`config.mk`:
```
export PLATFORM = sky130hd
export DESIGN_NAME = conv_window_scheduler
export DESIGN_NICKNAME = d
export VERILOG_FILES = /design/src/rtl/conv_window_scheduler.sv
export SDC_FILE = /design/constraint.sdc
export NUM_CORES = 1
export LEC_CHECK = 0
export ABC_AREA = 1
export CAP_MARGIN = 25
export CORE_MARGIN = 8
export CORE_UTILIZATION = 60
export CTS_CLUSTER_DIAMETER = 120
export DETAILED_ROUTE_END_ITERATION = 10
export HOLD_SLACK_MARGIN = 0.08
export PLACE_DENSITY = 0.82
export SETUP_SLACK_MARGIN = 0.1
export SKIP_LAST_GASP = 1
export SLEW_MARGIN = 20
export SYNTH_ARGS = -nofsm -noshare
export SYNTH_HDL_FRONTEND = slang
export SYNTH_SLANG_ARGS = --single-unit
```
`constraint.sdc`:
```
create_clock -name clk -period 6.65 [get_ports clk]
set_input_delay 1.6625 -clock clk [delete_from_list [all_inputs] [get_ports clk]]
set_output_delay 1.6625 -clock clk [all_outputs]
set_load 0.01 [all_outputs]
```
`src/rtl/conv_window_scheduler.sv`:
```
// conv_window_scheduler: walks kernel taps for each of N*N output pixels over an
// N*K x N*K input tile, issues input/weight reads, accumulates the returned
// products and presents each finished pixel on a valid/ready port.
//   clk, rst_n        clock, asynchronous active-low reset
//   start             begin a pass (sampled only when idle)
//   stride            window step, latched at start
//   kernel_width      active kernel edge, latched at start (0 or >K means K)
//   in_rd, in_addr    input RAM read strobe and address
//   w_addr            weight RAM address (read with in_rd)
//   in_data, w_data   signed operands, valid the cycle after in_rd
//   out_valid/ready   pixel handshake; out_data signed sum, out_pixel index
//   busy, done        pass in progress; one-cycle pulse after the last pixel
// Optional build macro CONV_WINDOW_SCHEDULER_RELU_EN clamps negative sums to 0.
module conv_window_scheduler #(
    parameter int K    = 3,
    parameter int N    = 2,
    parameter int DW   = 8,
    parameter int AW   = $clog2(N*N*K*K),
    parameter int ACCW = 2*DW + $clog2(K*K)
) (
    input  logic                    clk,
    input  logic                    rst_n,
    input  logic                    start,
    input  logic [$clog2(K)-1:0]    stride,
    input  logic [$clog2(K)-1:0]    kernel_width,
    output logic                    in_rd,
    output logic [AW-1:0]           in_addr,
    input  logic [DW-1:0]           in_data,
    output logic [$clog2(K*K)-1:0]  w_addr,
    input  logic [DW-1:0]           w_data,
    output logic                    out_valid,
    input  logic                    out_ready,
    output logic [ACCW-1:0]         out_data,
    output logic [$clog2(N*N)-1:0]  out_pixel,
    output logic                    busy,
    output logic                    done
);
    localparam int SW  = $clog2(K);
    localparam int TW  = $clog2(K+1);
    localparam int PW  = $clog2(N+1);
    localparam int WAW = $clog2(K*K);
    localparam int OPW = $clog2(N*N);

    typedef enum logic [2:0] {IDLE, READ, DRAIN, OUT, DONE} state_t;

    state_t                 state;
    logic [SW-1:0]          stride_q;
    logic [TW-1:0]          kw, tap_r, tap_c;
    logic [PW-1:0]          pix_r, pix_c;
    logic                   pend;
    logic signed [ACCW-1:0] acc;

    logic [TW-1:0]          kw_eff, kw_m1, nxt_tr, nxt_tc;
    logic [PW-1:0]          nxt_pr, nxt_pc;
    logic                   tap_wrap, last_tap, pix_wrap, last_pix;
    logic signed [2*DW-1:0] prod;
    logic signed [ACCW-1:0] acc_nxt, res;

    function automatic logic [AW-1:0] in_addr_f(input logic [TW-1:0] tr, input logic [TW-1:0] tc,
                                                 input logic [PW-1:0] pr, input logic [PW-1:0] pc,
                                                 input logic [SW-1:0] s);
        return AW'((int'(tr) + int'(s) * int'(pr)) * (N*K) + int'(tc) + int'(s) * int'(pc));
    endfunction

    function automatic logic [WAW-1:0] w_addr_f(input logic [TW-1:0] tr, input logic [TW-1:0] tc);
        return WAW'(int'(tr) * K + int'(tc));
    endfunction

    assign kw_eff   = (kernel_width == '0 || int'(kernel_width) > K) ? TW'(K) : TW'(kernel_width);
    assign kw_m1    = kw - TW'(1);
    assign tap_wrap = tap_c == kw_m1;
    assign last_tap = tap_wrap && tap_r == kw_m1;
    assign nxt_tc   = tap_wrap ? '0 : tap_c + TW'(1);
    assign nxt_tr   = tap_wrap ? tap_r + TW'(1) : tap_r;
    assign pix_wrap = pix_c == PW'(N-1);
    assign last_pix = pix_wrap && pix_r == PW'(N-1);
    assign nxt_pc   = pix_wrap ? '0 : pix_c + PW'(1);
    assign nxt_pr   = pix_wrap ? pix_r + PW'(1) : pix_r;
    assign prod     = $signed(in_data) * $signed(w_data);
    // pend marks the cycle whose operands answer the previous cycle's read
    assign acc_nxt  = acc + (pend ? ACCW'(prod) : '0);
`ifdef CONV_WINDOW_SCHEDULER_RELU_EN
    assign res      = acc_nxt[ACCW-1] ? '0 : acc_nxt;
`else
    assign res      = acc_nxt;
`endif

    always_ff @(posedge clk or negedge rst_n) begin
        if (!rst_n) begin
            state     <= IDLE;
            stride_q  <= '0;
            kw        <= '0;
            tap_r     <= '0;
            tap_c     <= '0;
            pix_r     <= '0;
            pix_c     <= '0;
            pend      <= 1'b0;
            acc       <= '0;
            in_rd     <= 1'b0;
            in_addr   <= '0;
            w_addr    <= '0;
            out_valid <= 1'b0;
            out_data  <= '0;
            out_pixel <= '0;
            busy      <= 1'b0;
            done      <= 1'b0;
        end else begin
            pend <= in_rd;
            acc  <= acc_nxt;
            done <= 1'b0;
            case (state)
                IDLE: if (start) begin
                    stride_q <= stride;
                    kw       <= kw_eff;
                    pix_r    <= '0;
                    pix_c    <= '0;
                    tap_r    <= '0;
                    tap_c    <= '0;
                    in_rd    <= 1'b1;
                    in_addr  <= '0;
                    w_addr   <= '0;
                    acc      <= '0;
                    busy     <= 1'b1;
                    state    <= READ;
                end
                // tap_r/tap_c always name the tap currently on the address bus
                READ: if (last_tap) begin
                    in_rd <= 1'b0;
                    state <= DRAIN;
                end else begin
                    tap_r   <= nxt_tr;
                    tap_c   <= nxt_tc;
                    in_addr <= in_addr_f(nxt_tr, nxt_tc, pix_r, pix_c, stride_q);
                    w_addr  <= w_addr_f(nxt_tr, nxt_tc);
                end
                DRAIN: begin
                    out_data  <= ACCW'(res);
                    out_pixel <= OPW'(int'(pix_r) * N + int'(pix_c));
                    out_valid <= 1'b1;
                    state     <= OUT;
                end
                OUT: if (out_ready) begin
                    out_valid <= 1'b0;
                    if (last_pix) begin
                        done  <= 1'b1;
                        state <= DONE;
                    end else begin
                        pix_r   <= nxt_pr;
                        pix_c   <= nxt_pc;
                        tap_r   <= '0;
                        tap_c   <= '0;
                        in_rd   <= 1'b1;
                        in_addr <= in_addr_f(TW'(0), TW'(0), nxt_pr, nxt_pc, stride_q);
                        w_addr  <= '0;
                        acc     <= '0;
                        state   <= READ;
                    end
                end
                DONE: begin
                    busy  <= 1'b0;
                    state <= IDLE;
                end
                default: state <= IDLE;
            endcase
        end
    end
endmodule

```
# After elaboration in Yosys (flattened, before gate mapping)
# Index checks and enable logic that the tools add are counted.
[op_classes]
add_sub_neg = 12
multipliers = 8
div_mod_pow = 0
n_lt_le_gt_ge = 0
n_eq_ne = 13
shifts = 0
mux = 49
bitwise = 0
n_reduce_logical = 15
[op_table]
columns = ["cell", "n"]
rows = [
  ["$mux W20", 4],
  ["$pmux W20 S2", 1],
  ["$mux W2", 14],
  ["$mux W6", 4],
  ["$add A20 B20 Y20", 1],
  ["$pmux W6 S3", 1],
  ["$mul A2 B2 Y4", 4],
  ["$mul A8 B8 Y16", 1],
  ["$mux W4", 4],
  ["$add A6 B4 Y6", 2],
  ["$mux W3", 4],
  ["$pmux W2 S3", 2],
  ["$pmux W3 S4", 1],
  ["$pmux W4 S3", 1],
  ["$ne A2 B2 Y1 const B", 5],
  ["$reduce_and A5 Y1", 2],
  ["$add A2 B1 Y2 const B", 4],
  ["$mux W1", 8],
  ["$pmux W2 S2", 2],
  ["$add A6 B2 Y6", 1],
  ["$eq A3 B2 Y1 const B", 2],
  ["$reduce_and A2 Y1", 3],
  ["$reduce_bool A2 Y1", 3],
  ["$add A2 B4 Y5", 1],
  ["other kinds (18)", 22],
]
[word_totals]
ff_bits = 72
latchBits = 0
mem_bits_rw = 0
mem_bits_ro = 0
in_bits = 24
out_inout_bits = 36
elab_cells = 114
n_memories = 0

# Logic depth before layout (Yosys ltp)
[logic_depth]
ltp_word = 9
ltp_mapped = 34
mapped_depth_nobuf = 33

# Least setup slack after synthesis
# Ideal clock, no wire load.
[synth_path]
path_kind = "input-to-reg"
start = "input in_data[0]"
end = "register out_data[19]"
setup_time_ns = 0.117
arrival_time_ns = 6.545
t_required_ns = 6.533
setup_slack_ns = -0.013
stages = 30
path_buffers = 1
cell_sequence = "clkbuf_1 or2_2 fa_1 fa_1 inv_1 fa_1 inv_1 fa_1 inv_1 ha_1 a21oi_1 nand2_1 nand2_1 nand2_1 a21oi_1 xor2_1 nor2_1 ha_1 nand2_1 inv_1 a21oi_1 nand2_1 nand2_1 nand3_1 nand2_1 nand2_1 inv_1 nand2_1 nand3_1 nand2_1"
[synth_between]
elab_chain_cells = 3
[synth_rtl]
columns = ["item", "line", "text"]
rows = [
  ["start, declared", "28", "input logic [DW-1:0] in_data,"],
  ["$mul A8 B8 Y16", "79", "assign prod = $signed(in_data) * $signed(w_data);"],
  ["$mux W20", "81", "assign acc_nxt = acc + (pend ? ACCW'(prod) : '0);"],
  ["$add A20 B20 Y20", "81", ""],
  ["end signal, assigned", "137", "out_data <= ACCW'(res);"],
  ["end, declared", "33", "output logic [ACCW-1:0] out_data,"],
]
# No other way between the ends.
# A chain may end at the register's enable or synchronous reset.

# Worst setup path after layout
[layout_path]
start = "input in_data[7]"
end = "register out_data[19]"
# Same word-level chain as after synthesis.

==> run_results.csv <==
group,metric,value,unit
timing,worst_pin_slew,0.9185,ns
global_routing,grt_pass1_wl,30990,um
timing,fin_skew,0.009335,ns
floorplanning,start_util,60.55,%
hold_path,hp-start,"in_rd$_DFFE_PN0P_",
logic_synthesis,synth_xor_area_share,3.379,%
logic_synthesis,syn_avg_cell_area,7.406,um^2
floorplanning,num_rows,41,
setup_path,end_kind,"register",
cts,cts_buffers,9,
logic_synthesis,synthDistinctLibCells,36,
hold_path,hold_class,"register to register",
place,post-dp-hpwl,13990,um
cts,clk_latency,0.34,ns
global_routing,grt_use_total,23.27,%
logic_synthesis,synth-seq-cells,72,
route,via_per_inst,5.287,
cts,clockBufferDepth,2,
cts,clock_sinks,72,
logic_synthesis,ys_async_sr_fraction,100.0,%
final_layout,syn2layout_area_growth,28.74,%
timing,hold_ws,0.4422,ns
floorplanning,core,12410,um^2
place,dpl.cell_count,1291,
logic_synthesis,syn-num-nets,1174,
logic_synthesis,synth_area,7517,um^2
logic_synthesis,yosysTopAreaCell,"dfrtp_1",
global_routing,grt_antenna_before_repair,0,
timing,max_freq,152.3,MHz
floorplanning,dieArea,16370,um^2
final_layout,seqCellArea,1802,um^2
logic_synthesis,synthAdderAreaFrac,29.06,%
final_layout,nets,1302,
logic_synthesis,yosys-mux-area-fraction,0,%
setup_path,reg2reg_from,"kw[0]$_DFFE_PN0P_",
timing,setup_viol,0,
route,drc,0,
logic_synthesis,synth_warnings,0,
setup_path,cpMaxStageDelayCell,"fa_1",
logic_synthesis,synth_ff_type,"dfrtp_1",
global_routing,grt_max_degree,73,
cts,cts_tree,"built",
final_layout,drive_gt1_share,21.17,%
status,status,"finished, final reports clean",
final_layout,num-fill-cells,812,
floorplanning,die_w,127.9,um
logic_synthesis,netlist_top_cells_count,"271 x nand2_1, 229 x inv_1, 74 x nor2_1",
route,wl,19790,um
final_layout,stdcell_count,1320,
setup_path,worstPathRequired,6.92,ns
setup_path,startpoint_type,"primary input",
setup_path,path_class,"primary input to register",
logic_synthesis,synth-seq-area-share,23.97,%
timing,min_period_over_period,98.75,%
floorplanning,die_h,127.9,um
place,dp_slack,-0.8175,ns
timing,slew_headroom,38.77,%
route,dr.first_iter.drc_count,545,
place,port_buffers,59,
logic_synthesis,synth_edf_count,0,
timing,setup_slack,0.08308,ns
place,gp_congestion,0.9370,
logic_synthesis,synth.top_cell.area_share,23.97,%
global_routing,grt_pass1_vias,6882,
route,wire_per_inst,14.99,um
route,vias,6979,
logic_synthesis,synth_top_family_by_area,"adder cells",
timing,hold_viol_final,0,
cts,clkTransAtPathRegs,0.06,ns
setup_path,cp-startpoint,"in_data[7]",
setup_path,crit_fanout,7,
final_layout,fin_area,9678,um^2
route,ant_nets,0,
setup_path,slowest_delay,0.55,ns
timing,period_needed,6.567,ns
setup_path,critPathArrivalTime,6.84,ns
logic_synthesis,synth_compound_area_share,8.006,%
floorplanning,ioPinCount,60,
cts,cts.htree.levels,3,
global_routing,grt_overflow,0,
final_layout,antenna_cells,0,
cts,cts-root-buf,"clkbuf_16",
timing,drv_slew,0,
logic_synthesis,synth_area_leaders,"dfrtp_1 24%, fa_1 18%, nand2_1 14%",
final_layout,multi_input_area,5266,um^2
route,drt_pass1_iterations,5,
logic_synthesis,synthSimpleGateAreaFrac,22.35,%
logic_synthesis,synth.most_common_cell,"nand2_1",
flow_run,drv_cap,0,
place,placed_area,8785,um^2
logic_synthesis,syn-instance-count,1015,
layout by cell type (no fill, tap or decap), types with 4 or more instances in the layout:
master	n
o21ai_0	40
nor2_4	8
nand4_1	7
inv_2	22
nor3_1	4
nor2_1	60
nand3b_1	5
clkbuf_2	8
ha_4	16
inv_1	211
a21oi_1	24
a21oi_4	4
nand2_4	4
ha_1	53
nand2_1	242
dfrtp_1	72
xor2_1	21
nand3_1	22
buf_4	80
fa_1	63
clkbuf_16	9
o21bai_1	4
xnor2_1	8
clkdlybuf4s50_1	42
nor3_2	5
o22ai_1	6
a21oi_2	11
o21ai_1	11
nand2_2	33
nand3_2	6
nor2_2	7
through the flow:
stage	util, %	setup TNS [ns]
final	77.96	0
after global routing	77.96	-0.2276
after floorplan	-	0
after global placement	70.76	-11.62
after detailed placement	70.76	-13.38
after CTS	75.51	0
sequential cells by signal, indices dropped and copies added, names as in the netlist, 3 cells and up:
| register | count |
|---|---|
| acc | 20 |
| out_data | 20 |
| in_addr | 6 |
| w_addr | 4 |
| state | 3 |
critical path, delay by kind of cell:
| family | cells | cell delay (ns) |
|---|---|---|
| buf+inv | 12 | 1.06 |
| simple gates | 15 | 1.24 |
| fa+ha+maj | 6 | 2.73 |
| compound gates | 1 | 0.15 |
final cells by class:
type	instances	area share, %
repair buffers	141	12.10
inverters	236	9.231
clock inverters	6	0.9438
well taps	172	2.224
multi-input cells	683	54.41
clock buffers	10	2.469
flip-flops and latches	72	18.62
cell families after synthesis:
logic type | after synthesis
flops | 72
fa+ha+maj | 135
simple gates | 408
xor+xnor | 29
buf+inv | 260
compound gates | 111
per-layer routing:
| layer | vias to the layer above | wire (um) | GRT usage, % |
|---|---|---|---|
| met5 | - | 0 | 0 |
| met4 | 0 | 535 | 5.874 |
| met3 | 47 | 1145 | 3.744 |
| met2 | 266 | 10460 | 42.56 |
| met1 | 3335 | 7641 | 27.71 |
| li1 | 3331 | - | - |
timing repair:
item / in CTS / in global routing
hold buffers: 0 / 0
gates resized for setup: 74 / 103
setup endpoints to repair: 22 / 23
pin swaps: 27 / 67
setup buffers: 8 / 5
endpoints found under the hold margin: 0 / 0
worst paths after layout:
kind	endpoint	slack, ns	depth (start not counted)
worst min register to register	pend$_DFF_PN0_	0.44	0
worst max register to register	in_addr[5]$_DFFE_PN0P_	2.19	21
worst max-delay path	out_data[19]$_DFFE_PN0P_	0.08	34
worst min-delay path	pend$_DFF_PN0_	0.44	0
max in group asynchronous	pend$_DFF_PN0_	4.59	1
min in group asynchronous	acc[0]$_DFF_PN0_	1.43	1
Power is left out: the tool's default activity adds up to more than one toggle a clock period on the data nets, which glitch-free logic cannot reach.
